--- src/rtl/ysyx_22040750_axi_arbiter.sv ---
// ysyx_22040750_axi_arbiter: AXI4 arbiter (3 read / 2 write masters); define ARB_ROUND_ROBIN_EN for round-robin, else fixed priority
module ysyx_22040750_axi_arbiter #(
  parameter int ADDR_W = 32,
  parameter int DATA_W = 64
) (
  input  logic                I_clk,
  input  logic                I_rst,
  input  logic [ADDR_W-1:0]   I_ch0_araddr,
  input  logic [7:0]          I_ch0_arlen,
  input  logic [2:0]          I_ch0_arsize,
  input  logic [1:0]          I_ch0_arburst,
  input  logic                I_ch0_arvalid,
  output logic                O_ch0_arready,
  output logic [DATA_W-1:0]   O_ch0_rdata,
  output logic                O_ch0_rvalid,
  output logic                O_ch0_rlast,
  input  logic                I_ch0_rready,
  input  logic [ADDR_W-1:0]   I_ch1_araddr,
  input  logic [7:0]          I_ch1_arlen,
  input  logic [2:0]          I_ch1_arsize,
  input  logic [1:0]          I_ch1_arburst,
  input  logic                I_ch1_arvalid,
  output logic                O_ch1_arready,
  output logic [DATA_W-1:0]   O_ch1_rdata,
  output logic                O_ch1_rvalid,
  output logic                O_ch1_rlast,
  input  logic                I_ch1_rready,
  input  logic [ADDR_W-1:0]   I_ch2_araddr,
  input  logic [7:0]          I_ch2_arlen,
  input  logic [2:0]          I_ch2_arsize,
  input  logic [1:0]          I_ch2_arburst,
  input  logic                I_ch2_arvalid,
  output logic                O_ch2_arready,
  output logic [DATA_W-1:0]   O_ch2_rdata,
  output logic                O_ch2_rvalid,
  output logic                O_ch2_rlast,
  input  logic                I_ch2_rready,
  input  logic [ADDR_W-1:0]   I_ch1_awaddr,
  input  logic [7:0]          I_ch1_awlen,
  input  logic [2:0]          I_ch1_awsize,
  input  logic [1:0]          I_ch1_awburst,
  input  logic                I_ch1_awvalid,
  output logic                O_ch1_awready,
  input  logic [DATA_W-1:0]   I_ch1_wdata,
  input  logic [DATA_W/8-1:0] I_ch1_wstrb,
  input  logic                I_ch1_wlast,
  input  logic                I_ch1_wvalid,
  output logic                O_ch1_wready,
  output logic                O_ch1_bvalid,
  input  logic                I_ch1_bready,
  input  logic [ADDR_W-1:0]   I_ch2_awaddr,
  input  logic [7:0]          I_ch2_awlen,
  input  logic [2:0]          I_ch2_awsize,
  input  logic [1:0]          I_ch2_awburst,
  input  logic                I_ch2_awvalid,
  output logic                O_ch2_awready,
  input  logic [DATA_W-1:0]   I_ch2_wdata,
  input  logic [DATA_W/8-1:0] I_ch2_wstrb,
  input  logic                I_ch2_wlast,
  input  logic                I_ch2_wvalid,
  output logic                O_ch2_wready,
  output logic                O_ch2_bvalid,
  input  logic                I_ch2_bready,
  output logic [ADDR_W-1:0]   O_axi_araddr,
  output logic [7:0]          O_axi_arlen,
  output logic [2:0]          O_axi_arsize,
  output logic [1:0]          O_axi_arburst,
  output logic                O_axi_arvalid,
  input  logic                I_axi_arready,
  input  logic [DATA_W-1:0]   I_axi_rdata,
  input  logic                I_axi_rvalid,
  input  logic                I_axi_rlast,
  output logic                O_axi_rready,
  output logic [ADDR_W-1:0]   O_axi_awaddr,
  output logic [7:0]          O_axi_awlen,
  output logic [2:0]          O_axi_awsize,
  output logic [1:0]          O_axi_awburst,
  output logic                O_axi_awvalid,
  input  logic                I_axi_awready,
  output logic [DATA_W-1:0]   O_axi_wdata,
  output logic [DATA_W/8-1:0] O_axi_wstrb,
  output logic                O_axi_wlast,
  output logic                O_axi_wvalid,
  input  logic                I_axi_wready,
  input  logic                I_axi_bvalid,
  output logic                O_axi_bready
);
  typedef enum logic [1:0] {R_IDLE, R_ADDR, R_DATA} rstate_t;
  typedef enum logic [1:0] {W_IDLE, W_ADDR, W_DATA, W_RESP} wstate_t;
  rstate_t rstate;
  wstate_t wstate;
  logic [2:0] rgnt, rsel, rreq, ra, rd;
  logic [1:0] wgnt, wsel, wreq, wa, wd, wb;
  assign rreq = {I_ch2_arvalid, I_ch1_arvalid, I_ch0_arvalid};
  assign wreq = {I_ch2_awvalid, I_ch1_awvalid};
`ifdef ARB_ROUND_ROBIN_EN
  logic [2:0] rptr, rhi;
  logic [1:0] wptr, whi;
  // one-hot pointer marks the highest-priority channel; search from it, wrap to the lowest requester
  always_comb begin
    rhi = rreq & ~(rptr - 3'd1);
    whi = wreq & ~(wptr - 2'd1);
    rsel = |rhi ? rhi & -rhi : rreq & -rreq;
    wsel = |whi ? whi & -whi : wreq & -wreq;
  end
`else
  always_comb begin
    rsel = rreq[1] ? 3'b010 : rreq[2] ? 3'b100 : {2'b00, rreq[0]};
    wsel = wreq[0] ? 2'b01 : {wreq[1], 1'b0};
  end
`endif
  assign ra = rstate == R_ADDR ? rgnt : 3'b000;
  assign rd = rstate == R_DATA ? rgnt : 3'b000;
  assign wa = wstate == W_ADDR ? wgnt : 2'b00;
  assign wd = wstate == W_DATA ? wgnt : 2'b00;
  assign wb = wstate == W_RESP ? wgnt : 2'b00;
  assign O_axi_araddr  = ({ADDR_W{ra[0]}} & I_ch0_araddr) | ({ADDR_W{ra[1]}} & I_ch1_araddr) | ({ADDR_W{ra[2]}} & I_ch2_araddr);
  assign O_axi_arlen   = ({8{ra[0]}} & I_ch0_arlen) | ({8{ra[1]}} & I_ch1_arlen) | ({8{ra[2]}} & I_ch2_arlen);
  assign O_axi_arsize  = ({3{ra[0]}} & I_ch0_arsize) | ({3{ra[1]}} & I_ch1_arsize) | ({3{ra[2]}} & I_ch2_arsize);
  assign O_axi_arburst = ({2{ra[0]}} & I_ch0_arburst) | ({2{ra[1]}} & I_ch1_arburst) | ({2{ra[2]}} & I_ch2_arburst);
  assign O_axi_arvalid = |(ra & rreq);
  assign O_axi_rready  = |(rd & {I_ch2_rready, I_ch1_rready, I_ch0_rready});
  assign O_ch0_arready = ra[0] & I_axi_arready;
  assign O_ch1_arready = ra[1] & I_axi_arready;
  assign O_ch2_arready = ra[2] & I_axi_arready;
  assign O_ch0_rvalid  = rd[0] & I_axi_rvalid;
  assign O_ch1_rvalid  = rd[1] & I_axi_rvalid;
  assign O_ch2_rvalid  = rd[2] & I_axi_rvalid;
  assign O_ch0_rlast   = rd[0] & I_axi_rlast;
  assign O_ch1_rlast   = rd[1] & I_axi_rlast;
  assign O_ch2_rlast   = rd[2] & I_axi_rlast;
  assign O_ch0_rdata   = I_axi_rdata;
  assign O_ch1_rdata   = I_axi_rdata;
  assign O_ch2_rdata   = I_axi_rdata;
  assign O_axi_awaddr  = ({ADDR_W{wa[0]}} & I_ch1_awaddr) | ({ADDR_W{wa[1]}} & I_ch2_awaddr);
  assign O_axi_awlen   = ({8{wa[0]}} & I_ch1_awlen) | ({8{wa[1]}} & I_ch2_awlen);
  assign O_axi_awsize  = ({3{wa[0]}} & I_ch1_awsize) | ({3{wa[1]}} & I_ch2_awsize);
  assign O_axi_awburst = ({2{wa[0]}} & I_ch1_awburst) | ({2{wa[1]}} & I_ch2_awburst);
  assign O_axi_awvalid = |(wa & wreq);
  assign O_axi_wdata   = ({DATA_W{wd[0]}} & I_ch1_wdata) | ({DATA_W{wd[1]}} & I_ch2_wdata);
  assign O_axi_wstrb   = ({(DATA_W/8){wd[0]}} & I_ch1_wstrb) | ({(DATA_W/8){wd[1]}} & I_ch2_wstrb);
  assign O_axi_wlast   = (wd[0] & I_ch1_wlast) | (wd[1] & I_ch2_wlast);
  assign O_axi_wvalid  = |(wd & {I_ch2_wvalid, I_ch1_wvalid});
  assign O_axi_bready  = |(wb & {I_ch2_bready, I_ch1_bready});
  assign O_ch1_awready = wa[0] & I_axi_awready;
  assign O_ch2_awready = wa[1] & I_axi_awready;
  assign O_ch1_wready  = wd[0] & I_axi_wready;
  assign O_ch2_wready  = wd[1] & I_axi_wready;
  assign O_ch1_bvalid  = wb[0] & I_axi_bvalid;
  assign O_ch2_bvalid  = wb[1] & I_axi_bvalid;
  always_ff @(posedge I_clk)
    if (I_rst) begin
      rstate <= R_IDLE;
      rgnt <= '0;
`ifdef ARB_ROUND_ROBIN_EN
      rptr <= 3'b001;
`endif
    end else
      case (rstate)
        R_IDLE: if (|rreq) begin
          rgnt <= rsel;
          rstate <= R_ADDR;
        end
        R_ADDR: if (O_axi_arvalid && I_axi_arready) rstate <= R_DATA;
        R_DATA: if (I_axi_rvalid && O_axi_rready && I_axi_rlast) begin
          rstate <= R_IDLE;
`ifdef ARB_ROUND_ROBIN_EN
          rptr <= {rgnt[1:0], rgnt[2]};
`endif
        end
        default: rstate <= R_IDLE;
      endcase
  always_ff @(posedge I_clk)
    if (I_rst) begin
      wstate <= W_IDLE;
      wgnt <= '0;
`ifdef ARB_ROUND_ROBIN_EN
      wptr <= 2'b01;
`endif
    end else
      case (wstate)
        W_IDLE: if (|wreq) begin
          wgnt <= wsel;
          wstate <= W_ADDR;
        end
        W_ADDR: if (O_axi_awvalid && I_axi_awready) wstate <= W_DATA;
        W_DATA: if (O_axi_wvalid && I_axi_wready && O_axi_wlast) wstate <= W_RESP;
        W_RESP: if (I_axi_bvalid && O_axi_bready) begin
          wstate <= W_IDLE;
`ifdef ARB_ROUND_ROBIN_EN
          wptr <= {wgnt[0], wgnt[1]};
`endif
        end
        default: wstate <= W_IDLE;
      endcase
endmodule

--- config.mk ---
export PLATFORM = sky130hd
export DESIGN_NAME = ysyx_22040750_axi_arbiter
export DESIGN_NICKNAME = d
export VERILOG_FILES = /design/src/rtl/ysyx_22040750_axi_arbiter.sv
export SDC_FILE = /design/constraint.sdc
export NUM_CORES = 1
export LEC_CHECK = 0
export ABC_AREA = 1
export ABC_CLOCK_PERIOD_IN_PS = 1900
export BUFFER_PORTS_ARGS = -buffer_cell sky130_fd_sc_hd__buf_4
export CORE_AREA = 4 4 321 323
export DETAILED_ROUTE_END_ITERATION = 7
export DIE_AREA = 0 0 325 327
export PLACE_DENSITY = 0.3
export RECOVER_POWER = 25
export SLEW_MARGIN = 30
export SYNTH_ARGS = -nofsm -noshare
export SYNTH_HDL_FRONTEND = slang
export SYNTH_SLANG_ARGS = --single-unit
--- constraint.sdc ---
create_clock -name I_clk -period 1.9 [get_ports I_clk]
set_clock_uncertainty 0.15 [all_clocks]
set_input_delay 0.19 -clock I_clk [delete_from_list [all_inputs] [get_ports I_clk]]
set_output_delay 0.19 -clock I_clk [all_outputs]
set_load 0.02 [all_outputs]
# Word-level counts from Yosys, hierarchy flattened
# Cells that the tools add are included.
[totals]
reg_bits = 9
latch_bits = 0
mem_bits_rw = 0
romBits = 0
inputBits = 455
word_cells = 114
n_memories = 0
[classes]
addsub = 0
n_mul = 0
div_mod_pow = 0
magnitude_cmp = 0
n_eq_ne = 12
shift = 0
n_mux = 17
bitwise_logic = 61
reduce_logical = 20
[op_table]
columns = ["operator", "count"]
rows = [
  ["$and 32x32->32", 5],
  ["$and 64x64->64", 2],
  ["$or 32x32->32", 3],
  ["$or 64x64->64", 1],
  ["$and 8x8->8", 7],
  ["$or 8x8->8", 4],
  ["$mux 2", 11],
  ["$and 3x3->3", 7],
  ["$and 1x1->1", 17],
  ["$and 2x2->2", 8],
  ["$mux 3", 4],
  ["$ne 2x1->1 const B", 5],
  ["$or 3x3->3", 3],
  ["$reduce_or 3->1", 3],
  ["$pmux 2 s4", 1],
  ["$reduce_or 2->1", 4],
  ["$logic_and 1x1->1", 7],
  ["$eq 2x2->1 const B", 3],
  ["$or 2x2->2", 3],
  ["$pmux 2 s3", 1],
  ["$eq 2x1->1 const B", 2],
  ["$logic_not 2->1", 2],
  ["$ne 2x2->1 const B", 2],
  ["$reduce_and 2->1", 2],
  ["3 further kinds", 3],
]

# Logic depth before layout (Yosys ltp)
# Gate-level depths: netlist of the first run.
[depth]
depth_word = 8
mapped_depth = 11
ltp_nobuf = 10

# Least setup slack after synthesis of the first run
# OpenSTA, ideal clock, no wires.
[synth_timing]
kind = "register to output"
from = "register wstate[0]"
to = "output O_ch1_wready"
t_arrival_ns = 1.415
required_time_ns = 1.560
slack_ns = 0.145
stages_incl_launch_ff = 8
cell_sequence = "dfxtp_1 inv_1 ha_1 buf_2 buf_2 buf_2 nand2_1 nor2_1"
[synth_via]
elab_chain_len = 3
[synth_lines]
columns = ["item", "line", "source"]
rows = [
  ["start: declaration", "91", "wstate_t wstate;"],
  ["start signal: assignment", "175", "wstate <= W_IDLE;"],
  ["start signal: assignment", "184", "wstate <= W_ADDR;"],
  ["start signal: assignment", "186", "W_ADDR: if (O_axi_awvalid && I_axi_awready) wstate <= W_DATA;"],
  ["$eq 2x2->1", "115", "assign wd = wstate == W_DATA ? wgnt : 2'b00;"],
  ["$mux 2", "115", ""],
  ["$and 1x1->1", "147", "assign O_ch1_wready = wd[0] & I_axi_wready;"],
  ["end: declaration", "48", "output logic O_ch1_wready,"],
]
# Every way passes these cells.

# Worst setup path in the final report of the first run
[layout_timing]
from = "register wstate[0]"
to = "output O_axi_wvalid"
[layout_via]
elab_chain_len = 4
[layout_lines]
columns = ["item", "line", "source"]
rows = [
  ["$eq 2x2->1", "115", ""],
  ["$mux 2", "115", ""],
  ["$and 2x2->2", "143", "assign O_axi_wvalid = |(wd & {I_ch2_wvalid, I_ch1_wvalid});"],
  ["$reduce_or 2->1", "143", ""],
  ["end: declaration", "83", "output logic O_axi_wvalid,"],
]
# Every way passes these cells.

==> results.yml, run 1 <==
floorplan:
  die_area_um2: 106000
  die-width_um: 325
  num_rows: 116
  floorplan.die.height_um: 327
  start_util_pct: 4.90
  core_ar_um2: 99900
  io_pins: 830
outcome:
  outcome: "complete, but fails checks"
  failed_checks: "setup timing"
power_and_ir_drop:
  pwr-share-clk_pct: 5.1
  power.net_switching_uw: 3740
  power.ir.vdd_worst_uv: 344
  switching_portion_of_total_power_pct: 48.6
  internal_power_uw: 3960
  power_leakage_uw: 0.00557
  seqPwrFrac_pct: 4.1
  power.share.combinational_pct: 90.7
  power_density_nw_per_um2: 630
synth:
  ys_seq_elements: 9
  yosysUniqueCellTypes: 23
  synth_area_um2: 4890
  ys_seq_area_share_pct: 3.68
  synthCells: 917
  syn-mean-instance-area_um2: 5.33
  yosysWarnings: 0
  syn-num-nets: 1377
critical_path:
  setup.worst_path.start_class: "register"
  critPathSlowestCell: "sky130_fd_sc_hd__dfxtp_2"
  crit_chain: "inv_2, ha_4, buf_4, bufbuf_16, nand3_1, nand2_2, buf_6, buf_6"
  critical_path_required_ns: 1.56
  worst_ep_arrival_time_ns: 1.62
  critPathMaxFanout: 4
  max_stage_delay_ns: 0.34
  endpoint_kind: "primary output"
  cp_common_cell: "sky130_fd_sc_hd__buf_6"
  critPathKind: "register to primary output"
timing:
  setup_viol: 32
  fin_ws_ns: -0.0591
  timing.final.hold_violations: 0
  timing_max_transition_violations_final: 0
  final.hold.worst_slack_ns: 0.0607
  max-slew-margin-rel_pct: 74.5
  finalCritPeriodShare_pct: 103
  rsz0062_at_grt: "yes"
  shortest_period_the_worst_path_allows_ns: 1.96
  worst_pin_slew_ns: 0.383
  fmaxAchievable_mhz: 510
global_routing:
  first_global_vias: 7923
  globalRouteOverflowTotal: 0
  grt_first_pass_wirelength_um: 64800
  total_global_routing_track_utilization_pct: 8.60
  largest_net_degree_at_the_start_of_global_routing: 55
  number_of_antenna_violations_at_the_first_check_in_global_routing: 4
hold_path:
  min_path_type: "input pin to register"
routing:
  post_detailed_route_count_of_antenna_violating_nets: 0
  detail_route.vias_per_cell: 2.96
  avgRoutedWirePerCell_um: 19.7
  drt-total-wl_um: 51900
  detail_route.iter0.violations: 271
  drc: 0
  first_pass_iters: 5
  route.vias.total: 7790
clocking:
  cts_clk_pin_slew_worst_paths_ns: 0.04
  number_of_cts_inserted_buffers: 3
  tritoncts: "done"
  cts.path.max_buffers: 2
  cts.htree.levels: 1
  clkLatencyLatePin_ns: 0.24
  cts_root_buffer: "sky130_fd_sc_hd__clkbuf_16"
  cts.hold.buffers_added: 0
  cts.sink_count: 9
placed_design:
  port_buffers: 573
  dp_hpwl_um: 42500
  place_inst: 2567
  globalplace.congestion: 0.852
layout:
  final_cells: 2628
  final-seq-area_um2: 198
  filler_cell_count: 11700
  antenna-diode-count: 0
  share_of_the_core_filled_with_cells_pct: 12.2
  nets: 1791
  layout-area-overhead-vs-synth_pct: 150
  drive_above_1_share_pct: 63.8
  multi_input_area_um2: 3750
job:
  max_cap_violations: 0
[power groups by stage]
| stage | sequential (uW) | clock, uW | combinational [uW] |
|---|---|---|---|
| after floorplan | 254 | 0 | 2710 |
| after global placement | 349 | 0 | 4550 |
| after detailed placement | 353 | 0 | 4500 |
| after CTS | 323 | 432 | 5800 |
| after global routing | 331 | 440 | 7450 |
| final | 317 | 396 | 6980 |
[worst paths after layout]
| kind | start | end | slack, ns | depth (start not counted) |
|---|---|---|---|---|
| worst max-delay path | wstate[0] | O_axi_wvalid | -0.06 | 8 |
| worst min-delay path | I_rst | rstate[1] | 0.06 | 2 |
| worst max register to register | wstate[0] | wstate[1] | 0.09 | 12 |
| worst min register to register | rgnt[2] | rgnt[2] | 0.31 | 2 |
[logic make-up (layout without fill, tap and decap cells)]
| logic type | count (synthesis) | after routing | synth area share, % |
|---|---|---|---|
| fa+ha+maj | 5 | 5 | 1.28 |
| compound gates | 11 | 11 | 1.23 |
| flops | 9 | 9 | 3.68 |
| simple gates | 610 | 610 | 55.9 |
| buf+inv | 282 | 695 | 37.9 |
[critical path: cells and delay by family (launching register included)]
kind / cells / cell delay (ns)
buffers and inverters: 5 / 0.71
AND/OR/NAND/NOR: 2 / 0.16
adder cells (fa/ha/maj): 1 / 0.16
flip-flops: 1 / 0.34
[Yosys cell counts]
cell type	n	area, um2
sky130_fd_sc_hd__inv_1	21	78.8
sky130_fd_sc_hd__o21ai_1	1	5.00
sky130_fd_sc_hd__ha_1	5	62.6
sky130_fd_sc_hd__nor2_1	24	90.1
sky130_fd_sc_hd__nor2_8	3	60.1
sky130_fd_sc_hd__nand3_1	291	1460
sky130_fd_sc_hd__nand4_1	2	12.5
sky130_fd_sc_hd__dfxtp_1	9	180
sky130_fd_sc_hd__buf_4	192	1440
sky130_fd_sc_hd__a211oi_1	2	15.0
sky130_fd_sc_hd__buf_1	2	7.51
sky130_fd_sc_hd__nand2_4	1	11.3
sky130_fd_sc_hd__o21ai_0	1	5.00
sky130_fd_sc_hd__nor3_1	3	15.0
sky130_fd_sc_hd__nand3_2	1	10.0
sky130_fd_sc_hd__buf_2	60	300
sky130_fd_sc_hd__nor3b_1	1	7.51
sky130_fd_sc_hd__nand2_1	282	1060
sky130_fd_sc_hd__clkbuf_1	6	22.5
sky130_fd_sc_hd__or2_2	1	6.26
sky130_fd_sc_hd__a21oi_1	7	35.0
sky130_fd_sc_hd__nand3b_1	1	7.51
sky130_fd_sc_hd__inv_2	1	3.75
[per-layer routing]
metal  share of wire (%)  vias up  GRT usage (%)
met4                 1.9        8           1.51
met1                  36     3506           9.22
met2                  48      591           14.3
met3                  15       49           5.65
met5                0.11        -              0
li1                    -     3636              -
[registers in the layout (all words and copies together), names as in the netlist]
signal,flops
rgnt,3
rstate,2
wgnt,2
wstate,2
[per-stage QoR]
step | power (uW) | instance area, um2 | setup slack, ns | TNS, ns
after floorplan | 2970 | 4890 | 0.145 | 0
after global placement | 4900 | 9570 | 0.0210 | 0
after detailed placement | 4860 | 9570 | 0.0473 | 0
after CTS | 6560 | 10700 | -0.101 | -2.50
after global routing | 8220 | 12200 | -0.151 | -9.99
final | 7700 | 12200 | -0.0591 | -0.551
[cell type report]
type / instances / area share (%)
Inverter: 22 / 0.697
Tap cell: 1298 / 13.3
Timing Repair Buffer: 669 / 53.0
Clock buffer: 4 / 0.645
Multi-Input combinational cell: 626 / 30.7
Sequential cell: 9 / 1.62
[placed cells by master, fill, tap and decap left out, types with 7 or more instances in the layout]
master	count
sky130_fd_sc_hd__buf_16	7
sky130_fd_sc_hd__clkbuf_16	23
sky130_fd_sc_hd__nand3_1	200
sky130_fd_sc_hd__inv_1	19
sky130_fd_sc_hd__nand2_1	218
sky130_fd_sc_hd__buf_6	138
sky130_fd_sc_hd__buf_12	30
sky130_fd_sc_hd__nand3_4	26
sky130_fd_sc_hd__buf_4	467
sky130_fd_sc_hd__nor2_1	20
sky130_fd_sc_hd__nand2_2	58
sky130_fd_sc_hd__nand3_2	66
[what timing repair did]
action,in CTS,in global routing
resized for setup,164,217
setup buffers,19,10
pin swaps,34,91
gates cloned,8,24
hold endpoints to repair,0,0
endpoints found under the setup margin,109,126
No activity file was read; power rests on OpenSTA's default activity.
==> run 2, diff against run 1 <==
- ABC_CLOCK_PERIOD_IN_PS: 1900 -> 1800
- CORE_AREA: 4 4 321 323 -> 4 4 319 321
- DIE_AREA: 0 0 325 327 -> 0 0 323 325
- PLACE_DENSITY: 0.3 -> 0.33
- clock period: 1.9 -> 1.8 ns (I/O delays scaled with it)
==> results.yml, run 2 (synthesis results as in run 1) <==
floorplan:
  start_util_pct: 4.93
  floorplan.die.height_um: 325
  num_rows: 116
  die-width_um: 323
  die_area_um2: 105000
  core_ar_um2: 99300
  io_pins: 830
power_and_ir_drop:
  switching_portion_of_total_power_pct: 49.9
  seqPwrFrac_pct: 4.1
  total_power_uw: 7620
  power_leakage_uw: 0.00645
  pwr-share-clk_pct: 5.7
  power.net_switching_uw: 3800
  power_density_nw_per_um2: 598
  internal_power_uw: 3820
  power.share.combinational_pct: 90.3
  power.ir.vdd_worst_uv: 517
job:
  max_cap_violations: 0
placed_design:
  place_inst: 2575
  port_buffers: 573
  globalplace.congestion: 0.795
  dp_hpwl_um: 45200
  placement.setup.worst_slack_ns: -0.0383
timing:
  finalCritPeriodShare_pct: 106
  fmaxAchievable_mhz: 523
  timing_max_transition_violations_final: 0
  fin_ws_ns: -0.113
  setup_viol: 122
  max-slew-margin-rel_pct: 77.8
  timing.final.hold_violations: 0
  worst_pin_slew_ns: 0.333
  shortest_period_the_worst_path_allows_ns: 1.91
  rsz0062_at_grt: "yes"
layout:
  layout-area-overhead-vs-synth_pct: 161
  final_cells: 2634
  nets: 1793
  drive_above_1_share_pct: 71.1
  largest_register: "rgnt"
  final_common_cell: "sky130_fd_sc_hd__buf_4"
  largest_reg_flops: 3
  layout_common_cells: "sky130_fd_sc_hd__buf_4 (462), sky130_fd_sc_hd__nand3_1 (203), sky130_fd_sc_hd__buf_6 (146)"
critical_path:
  crit_chain: "buf_4, ha_4, buf_12, bufbuf_16, nand3_1, nand2_1, buf_6"
  critical_path_required_ns: 1.47
  setup.worst_path.start_class: "register"
  endpoint_kind: "primary output"
  critPathKind: "register to primary output"
  max_stage_delay_ns: 0.32
  critPathMaxFanout: 11
  critPathSlowestCell: "sky130_fd_sc_hd__dfxtp_2"
  worst_ep_arrival_time_ns: 1.58
routing:
  route.vias.total: 7924
  avgRoutedWirePerCell_um: 20.7
  first_pass_iters: 4
  detail_route.iter0.violations: 355
  post_detailed_route_count_of_antenna_violating_nets: 0
  drc: 0
  drt-total-wl_um: 54600
  detail_route.vias_per_cell: 3.01
global_routing:
  number_of_antenna_violations_at_the_first_check_in_global_routing: 15
  globalRouteOverflowTotal: 0
  grt_first_pass_wirelength_um: 67000
  total_global_routing_track_utilization_pct: 9.27
  largest_net_degree_at_the_start_of_global_routing: 36
  first_global_vias: 8002
hold_path:
  min_path_type: "input pin to register"
clocking:
  cts.sink_count: 9
  tritoncts: "done"
  cts_root_buffer: "sky130_fd_sc_hd__clkbuf_16"
  cts_clk_pin_slew_worst_paths_ns: 0.04
  cts.htree.levels: 1
  cts.hold.buffers_added: 0
  clkLatencyLatePin_ns: 0.25
  number_of_cts_inserted_buffers: 3
  cts.path.max_buffers: 2
outcome:
  failed_checks: "setup timing"
  outcome: "complete, but fails checks"
-- run 2: cell types whose count changed in the layout (fill, tap and decap cells not counted), moves of 4 or more --
cell                        delta
sky130_fd_sc_hd__nor2_1        -5
sky130_fd_sc_hd__buf_6         +8
sky130_fd_sc_hd__buf_16        +6
sky130_fd_sc_hd__clkbuf_16     -9
sky130_fd_sc_hd__diode_2       +4
sky130_fd_sc_hd__nand3_2      +10
sky130_fd_sc_hd__buf_4         -5
sky130_fd_sc_hd__nand2_1      -90
sky130_fd_sc_hd__nand2_4      +65
sky130_fd_sc_hd__nand2_2      +24
sky130_fd_sc_hd__nand3_4      -13
-- run 2: through the flow --
stage	hold slack (ns)	instance area, um2	utilization, %	setup TNS [ns]
2_1_floorplan	0.0991	4890	-	0
3_3_place_gp	0.210	9630	9.70	-0.129
3_5_place_dp	0.210	9630	9.70	-0.0764
4_1_cts	0.0653	11000	11.1	-8.25
5_1_grt	0.0697	12700	12.8	-15.39
6_report	0.0412	12700	12.8	-5.00
-- run 2: power groups by stage --
stage	clock [uW]	combinational, uW	sequential [uW]
global route	471	7300	317
finish	430	6880	312
CTS	466	6350	316
global placement	0	4970	395
detailed placement	0	4920	393
floorplan	0	2860	268
-- run 2: cell type report --
type	count	area, um2
Fill cell	11600	86500
Timing Repair Buffer	671	6500
Multi-Input combinational cell	626	4250
Tap cell	1298	1620
Sequential cell	9	198
Inverter	22	85.1
Clock buffer	4	78.8
Antenna cell	4	10.0
-- run 2: path summary, 6_finish.rpt --
kind / to / cells after the start / start / slack [ns]
setup / recovery: O_axi_awlen[4] / 7 / wstate[0] / -0.11
hold / removal: rstate[1] / 2 / I_rst / 0.04
setup reg to reg: wstate[0] / 12 / wstate[0] / 0
hold reg to reg: rgnt[2] / 2 / rgnt[2] / 0.32
-- run 2: what timing repair did --
item                                    in CTS  in global routing
pin swaps                                   26                 73
gates cloned                                11                 13
resized for setup                          210                351
endpoints found under the setup margin     159                178
buffers inserted                            22                  9
-- run 2: metal layers --
metal | track usage [%] | up-vias | wire length, um
li1 | - | 3639 | -
met1 | 10.8 | 3628 | 21600
met2 | 14.2 | 567 | 23300
met3 | 5.25 | 78 | 7260
met4 | 3.19 | 12 | 2360
met5 | 0.0926 | - | 69
-- run 2: critical path: cells and delay by family (launching register included) --
| kind | cells | cell delay [ns] |
|---|---|---|
| adder cells (fa/ha/maj) | 1 | 0.17 |
| buffers and inverters | 4 | 0.69 |
| flip-flops | 1 | 0.32 |
| AND/OR/NAND/NOR | 2 | 0.14 |
